--- src/rtl/result_serializer_if.sv ---
`default_nettype none
// ============================================================================
// Module  : result_serializer_if
// Brief   : Start/readback/UART bundle between the result serializer and its
//           neighbours.
// Revision: 1.0
// ============================================================================
interface result_serializer_if #(
  parameter int DATA_W = 16,
  parameter int ADDR_W = 8
);
  logic              start;
  logic [3:0]        matrix_size;
  logic [ADDR_W-1:0] rd_addr;
  logic              rd_en;
  logic [DATA_W-1:0] rd_data;
  logic [7:0]        tx_data;
  logic              tx_start;
  logic              tx_busy;
  logic              busy;
  logic              done;

  // The control unit, the result buffer and the UART drive the serializer.
  modport master (
    output start, matrix_size, rd_data, tx_busy,
    input  rd_addr, rd_en, tx_data, tx_start, busy, done
  );

  modport slave (
    input  start, matrix_size, rd_data, tx_busy,
    output rd_addr, rd_en, tx_data, tx_start, busy, done
  );
endinterface
`default_nettype wire

--- src/rtl/result_serializer.sv ---
`default_nettype none
// ============================================================================
// Module  : result_serializer
// Brief   : Streams an NxN 16-bit result matrix to a byte UART, high byte first.
// Revision: 1.0
// ============================================================================
module result_serializer #(
  parameter int DATA_W = 16,
  parameter int ADDR_W = 8
) (
  input  wire logic        clk,
  input  wire logic        rst,
  result_serializer_if.slave bus
);

  typedef enum logic [3:0] {
    S_IDLE     = 4'd0,
    S_FETCH    = 4'd1,
    S_LATCH    = 4'd2,
    S_SEND_HI  = 4'd3,
    S_ACK_HI   = 4'd4,
    S_DRAIN_HI = 4'd5,
    S_SEND_LO  = 4'd6,
    S_ACK_LO   = 4'd7,
    S_DRAIN_LO = 4'd8,
    S_DONE     = 4'd9
  } state_t;

  state_t            state_q, state_d;
  logic [7:0]        index_q, index_d;
  logic [7:0]        total_q, total_d;
  logic [DATA_W-1:0] hold_q, hold_d;
  logic [7:0]        tx_data_q, tx_data_d;
  logic              busy_q, busy_d;
  logic              done_q, done_d;
  logic              rd_en_w;
  logic              tx_start_w;

  always_ff @(posedge clk) begin
    if (!rst) begin
      state_q   <= S_IDLE;
      index_q   <= '0;
      total_q   <= '0;
      hold_q    <= '0;
      tx_data_q <= '0;
      busy_q    <= 1'b0;
      done_q    <= 1'b0;
    end else begin
      state_q   <= state_d;
      index_q   <= index_d;
      total_q   <= total_d;
      hold_q    <= hold_d;
      tx_data_q <= tx_data_d;
      busy_q    <= busy_d;
      done_q    <= done_d;
    end
  end

  always_comb begin
    state_d    = state_q;
    index_d    = index_q;
    total_d    = total_q;
    hold_d     = hold_q;
    tx_data_d  = tx_data_q;
    busy_d     = busy_q;
    done_d     = 1'b0;
    rd_en_w    = 1'b0;
    tx_start_w = 1'b0;

    case (state_q)
      S_IDLE: begin
        if (bus.start) begin
          total_d = {4'd0, bus.matrix_size} * {4'd0, bus.matrix_size};
          index_d = '0;
          busy_d  = 1'b1;
          state_d = (bus.matrix_size == 4'd0) ? S_DONE : S_FETCH;
        end
      end
      S_FETCH: begin
        rd_en_w = 1'b1;
        state_d = S_LATCH;
      end
      S_LATCH: begin
        hold_d  = bus.rd_data;
        state_d = S_SEND_HI;
      end
      S_SEND_HI: begin
        if (!bus.tx_busy) begin
          tx_start_w = 1'b1;
          tx_data_d  = hold_q[DATA_W-1 -: 8];
          state_d    = S_ACK_HI;
        end
      end
      S_ACK_HI:   if (bus.tx_busy)  state_d = S_DRAIN_HI;
      S_DRAIN_HI: if (!bus.tx_busy) state_d = S_SEND_LO;
      S_SEND_LO: begin
        if (!bus.tx_busy) begin
          tx_start_w = 1'b1;
          tx_data_d  = hold_q[7:0];
          state_d    = S_ACK_LO;
        end
      end
      S_ACK_LO:   if (bus.tx_busy)  state_d = S_DRAIN_LO;
      S_DRAIN_LO: begin
        if (!bus.tx_busy) begin
          if (index_q == total_q - 8'd1) begin
            state_d = S_DONE;
          end else begin
            index_d = index_q + 8'd1;
            state_d = S_FETCH;
          end
        end
      end
      S_DONE: begin
        done_d  = 1'b1;
        busy_d  = 1'b0;
        state_d = S_IDLE;
      end
      default: state_d = S_IDLE;
    endcase
  end

  // The new byte is presented in the tx_start cycle itself and then held.
  assign bus.tx_data  = tx_data_d;
  assign bus.tx_start = tx_start_w;
  assign bus.rd_en    = rd_en_w;
  assign bus.rd_addr  = ADDR_W'(index_q);
  assign bus.busy     = busy_q;
  assign bus.done     = done_q;

endmodule
`default_nettype wire

--- src/flat_wrapper.sv ---
// flat-port wrapper written by rule: the top's interface ports become plain ports
module result_serializer_flat 
#(
  parameter int DATA_W = 16,
  parameter int ADDR_W = 8
)
  (clk, rst, bus_start, bus_matrix_size, bus_rd_data, bus_tx_busy, bus_rd_addr, bus_rd_en, bus_tx_data, bus_tx_start, bus_busy, bus_done);
  result_serializer_if #(.DATA_W(DATA_W), .ADDR_W(ADDR_W)) bus_i ();
  input  wire logic clk;
  input  wire logic rst;
  input wire logic [$bits(bus_i.start)-1:0] bus_start;
  input wire logic [$bits(bus_i.matrix_size)-1:0] bus_matrix_size;
  input wire logic [$bits(bus_i.rd_data)-1:0] bus_rd_data;
  input wire logic [$bits(bus_i.tx_busy)-1:0] bus_tx_busy;
  output wire logic [$bits(bus_i.rd_addr)-1:0] bus_rd_addr;
  output wire logic [$bits(bus_i.rd_en)-1:0] bus_rd_en;
  output wire logic [$bits(bus_i.tx_data)-1:0] bus_tx_data;
  output wire logic [$bits(bus_i.tx_start)-1:0] bus_tx_start;
  output wire logic [$bits(bus_i.busy)-1:0] bus_busy;
  output wire logic [$bits(bus_i.done)-1:0] bus_done;
  assign bus_i.start = bus_start;
  assign bus_i.matrix_size = bus_matrix_size;
  assign bus_i.rd_data = bus_rd_data;
  assign bus_i.tx_busy = bus_tx_busy;
  assign bus_rd_addr = bus_i.rd_addr;
  assign bus_rd_en = bus_i.rd_en;
  assign bus_tx_data = bus_i.tx_data;
  assign bus_tx_start = bus_i.tx_start;
  assign bus_busy = bus_i.busy;
  assign bus_done = bus_i.done;
  result_serializer #(.DATA_W(DATA_W), .ADDR_W(ADDR_W)) u_core (.clk(clk), .rst(rst), .bus(bus_i));
endmodule
--- config.mk ---
export PLATFORM = sky130hd
export DESIGN_NAME = result_serializer_flat
export DESIGN_NICKNAME = d
export VERILOG_FILES = /design/src/rtl/result_serializer_if.sv /design/src/rtl/result_serializer.sv /design/src/flat_wrapper.sv
export SDC_FILE = /design/constraint.sdc
export NUM_CORES = 1
export LEC_CHECK = 0
export ABC_AREA = 1
export BUFFER_PORTS_ARGS = -buffer_cell sky130_fd_sc_hd__buf_2
export CAP_MARGIN = 30
export CORE_ASPECT_RATIO = 1.75
export CORE_UTILIZATION = 35
export DETAILED_ROUTE_END_ITERATION = 12
export PLACE_DENSITY = 0.63
export SLEW_MARGIN = 20
export SYNTH_ARGS = -nofsm -noshare
export SYNTH_HDL_FRONTEND = slang
export SYNTH_SLANG_ARGS = --single-unit
--- constraint.sdc ---
create_clock -name clk -period 2.35 [get_ports clk]
set_clock_uncertainty 0.2 [all_clocks]
set_input_delay 0.1175 -clock clk [delete_from_list [all_inputs] [get_ports clk]]
set_output_delay 0.1175 -clock clk [all_outputs]
set_load 0.005 [all_outputs]
==> flow_summary.yaml <==
clocking:
  cts_tree: "yes"
  post_cts_resized: 0
  cts.clk_slew.worst_paths_ps: 60
  clock-root-buffer: "clkbuf_16"
  postCtsSetupBuffers: 0
  htree_levels: 2
  cts_hold_buf: 19
  clk_latency_ps: 280
  clk_path_buf_depth: 2
  cts_num_sinks: 45
  cts-buffers-inserted: 5
layout:
  drive_above_1_share_pct: 18.30
  final_cell_mix: "113 x nand2_1, 47 x nor2_1, 45 x inv_1, 45 x dfxtp_1, 43 x buf_2"
  final_util_pct: 45.81
  layout_commonest_cell: "nand2_1"
  insertedDiodeCount: 0
  area_growth_pct: 25.38
  fin_nets: 499
sta:
  relSlewSlack_pct: 62.43
  setup_viol: 0
  rsz0062_at_grt: "no"
  layout_min_cycle_time_ps: 2109
  finalSetupTns_ps: 0
  hold_violations: 0
  fmax_mhz: 474.3
  worst_slew_pin_slew_ps: 558.5
  period_share_pct: 89.73
  final_max_slew_viol_count: 0
die:
  initial_core_util_pct: 36.53
  io_pins: 44
  rows: 41
  die_area_um2: 7915
  die_w_um: 67.69
  core_region_area_um2: 7233
  die_h_um: 116.9
hold_path:
  holdPathStages: 3
  holdPathEnd: "u_core.total_q[0]$_SDFFE_PN0P_"
  min_from: "bus_matrix_size[0]"
  min_path_type: "in -> reg"
routing:
  routed_wl_um: 6667
  wire_per_inst_um: 11.99
  drtAntennaViolNets: 0
  drc: 0
  drt-initial-drc-count: 98
  avgViaCountPerCell: 4.874
  vias: 2710
  firstDrtPassIters: 4
global_route:
  grt_pass1_wl_um: 11430
  grt_pass1_vias: 2678
  antenna_found_initial: 0
  grt_max_degree: 28
  grt_usage_pct: 18.93
  grt-ovfl-total: 0
job:
  drv_cap: 0
worst_setup_path:
  worstReg2RegStart: "u_core.total_q[0]$_SDFFE_PN0P_"
  crit_required_ps: 2320
  crit_arrival_ps: 2080
  cp_max_fo: 7
  worstSetupStartpointType: "input port"
  reg2regPathDepth: 13
  timing.rr.end: "u_core.bus.rd_addr[3]$_SDFFE_PN0P_"
  path_class: "in -> reg"
  endpoint_kind: "flop"
  regToRegSetupSlack_ps: 390
  cp-startpoint: "bus_matrix_size[1]"
synth:
  syn_area_um2: 2643
  avgSynthCellArea_um2: 6.509
  ys_ff_latch: 45
  seq_area_frac_synth_pct: 34.09
  synth_cell_types: 33
  syn-num-nets: 436
  netlist_instances: 406
  yosys_warnings: 0
power:
  p_leak_uw: 0.001560
  ir_worst_vdd_v: 0.0005859
  p_per_area_nw_per_um2: 953.1
status:
  status: "finished clean"
placement:
  gp_congestion: 0.8597
  io_buffers: 43
  dp_hpwl_um: 5183
[logic make-up (layout without fill, tap and decap cells)]
family | count (synthesis) | after routing | synth area share [%]
AOI/OAI and AO/OA | 71 | 71 | 15.62
xor gates and xnor gates | 10 | 10 | 3.314
adders and majority gates | 6 | 6 | 3.125
buffers and inverters | 62 | 126 | 9.091
DFF | 45 | 45 | 34.09
and+or+nand+nor | 212 | 212 | 34.75
[flip-flops by register name, summed over array words and instances, names as in the netlist]
name	count
u_core.hold_q	16
u_core.bus.rd_addr	8
u_core.tx_data_q	8
u_core.total_q	7
u_core.state_q	4
u_core.bus.busy	1
u_core.bus.done	1
[final cells by class]
class	instances	area, um2
Clock inverter	1	30.03
Multi-Input combinational cell	299	1501
Inverter	52	195.2
Sequential cell	45	900.9
Tap cell	86	107.6
Clock buffer	7	142.6
Timing Repair Buffer	66	435.4
Fill cell	760	3920
[per-layer routing]
metal	track usage (%)	part of all wire, %
met4	5.674	1.2
met2	38.94	58
met1	17.74	38
met5	0	0
met3	3.198	3.3
[cell usage after synthesis (all sizes together)]
cell type	n	area, um2
a211oi	2	15.01
nor3	2	10.01
xnor2	4	35.03
dfxtp	45	900.9
nor4	3	18.77
nor2	55	241.5
fa	1	20.02
nand2	121	479.2
a21o	1	7.510
o21a	1	7.510
o211ai	1	12.51
xor2	6	52.55
nand4	1	6.260
nand3	30	162.7
clkinv	1	3.750
o21ai	32	163.9
o22ai	1	6.260
ha	5	62.56
clkbuf	8	30.03
inv	51	191.4
a21oi	26	156.4
a31oi	7	43.79
buf	2	15.01
[how the worst max path moves through the flow]
stage / end / slack, ps / cells past startpoint
2_1_floorplan: u_core.bus.rd_addr[0]$_SDFFE_PN0P_ / 540 / 13
3_3_place_gp: u_core.bus.rd_addr[2]$_SDFFE_PN0P_ / 440 / 13
3_5_place_dp: u_core.bus.rd_addr[3]$_SDFFE_PN0P_ / 400 / 13
4_1_cts: u_core.total_q[6]$_SDFFE_PN0P_ / 220 / 10
5_1_grt: u_core.total_q[6]$_SDFFE_PN0P_ / 80 / 10
6_report: u_core.total_q[6]$_SDFFE_PN0P_ / 240 / 10
[power breakdown]
part	internal (uW)	switching [uW]	leakage, uW
Sequential	953	140	0.000367
Clock	531	275	0.0000841
Combinational	449	811	0.00111
Total	1930	1220	0.00156
[through the flow]
step | worst slack (ps) | hold WS (ps) | instance area (um2) | power [uW] | cells
after CTS | 223.0 | 19.82 | 3313 | 3192 | 556
after global placement | 438.4 | 167.1 | 2950 | 2332 | 529
after global routing | 80.81 | 57.75 | 3313 | 3437 | 556
final | 241.4 | 23.88 | 3313 | 3158 | 556
after detailed placement | 397.4 | 172.2 | 2950 | 2355 | 529
after floorplan | 535.5 | 56.22 | 2643 | 2047 | 406
[worst max-delay path: stages]
cell	delay, ps
dlygate4sd3_1	530
buf_2	160
nand2_1	110
nor2_1	80
fa_1	460
a21o_1	180
a21oi_1	150
xnor2_1	80
o21ai_0	160
inv_1	60
Power figures use the tool's default switching activity.
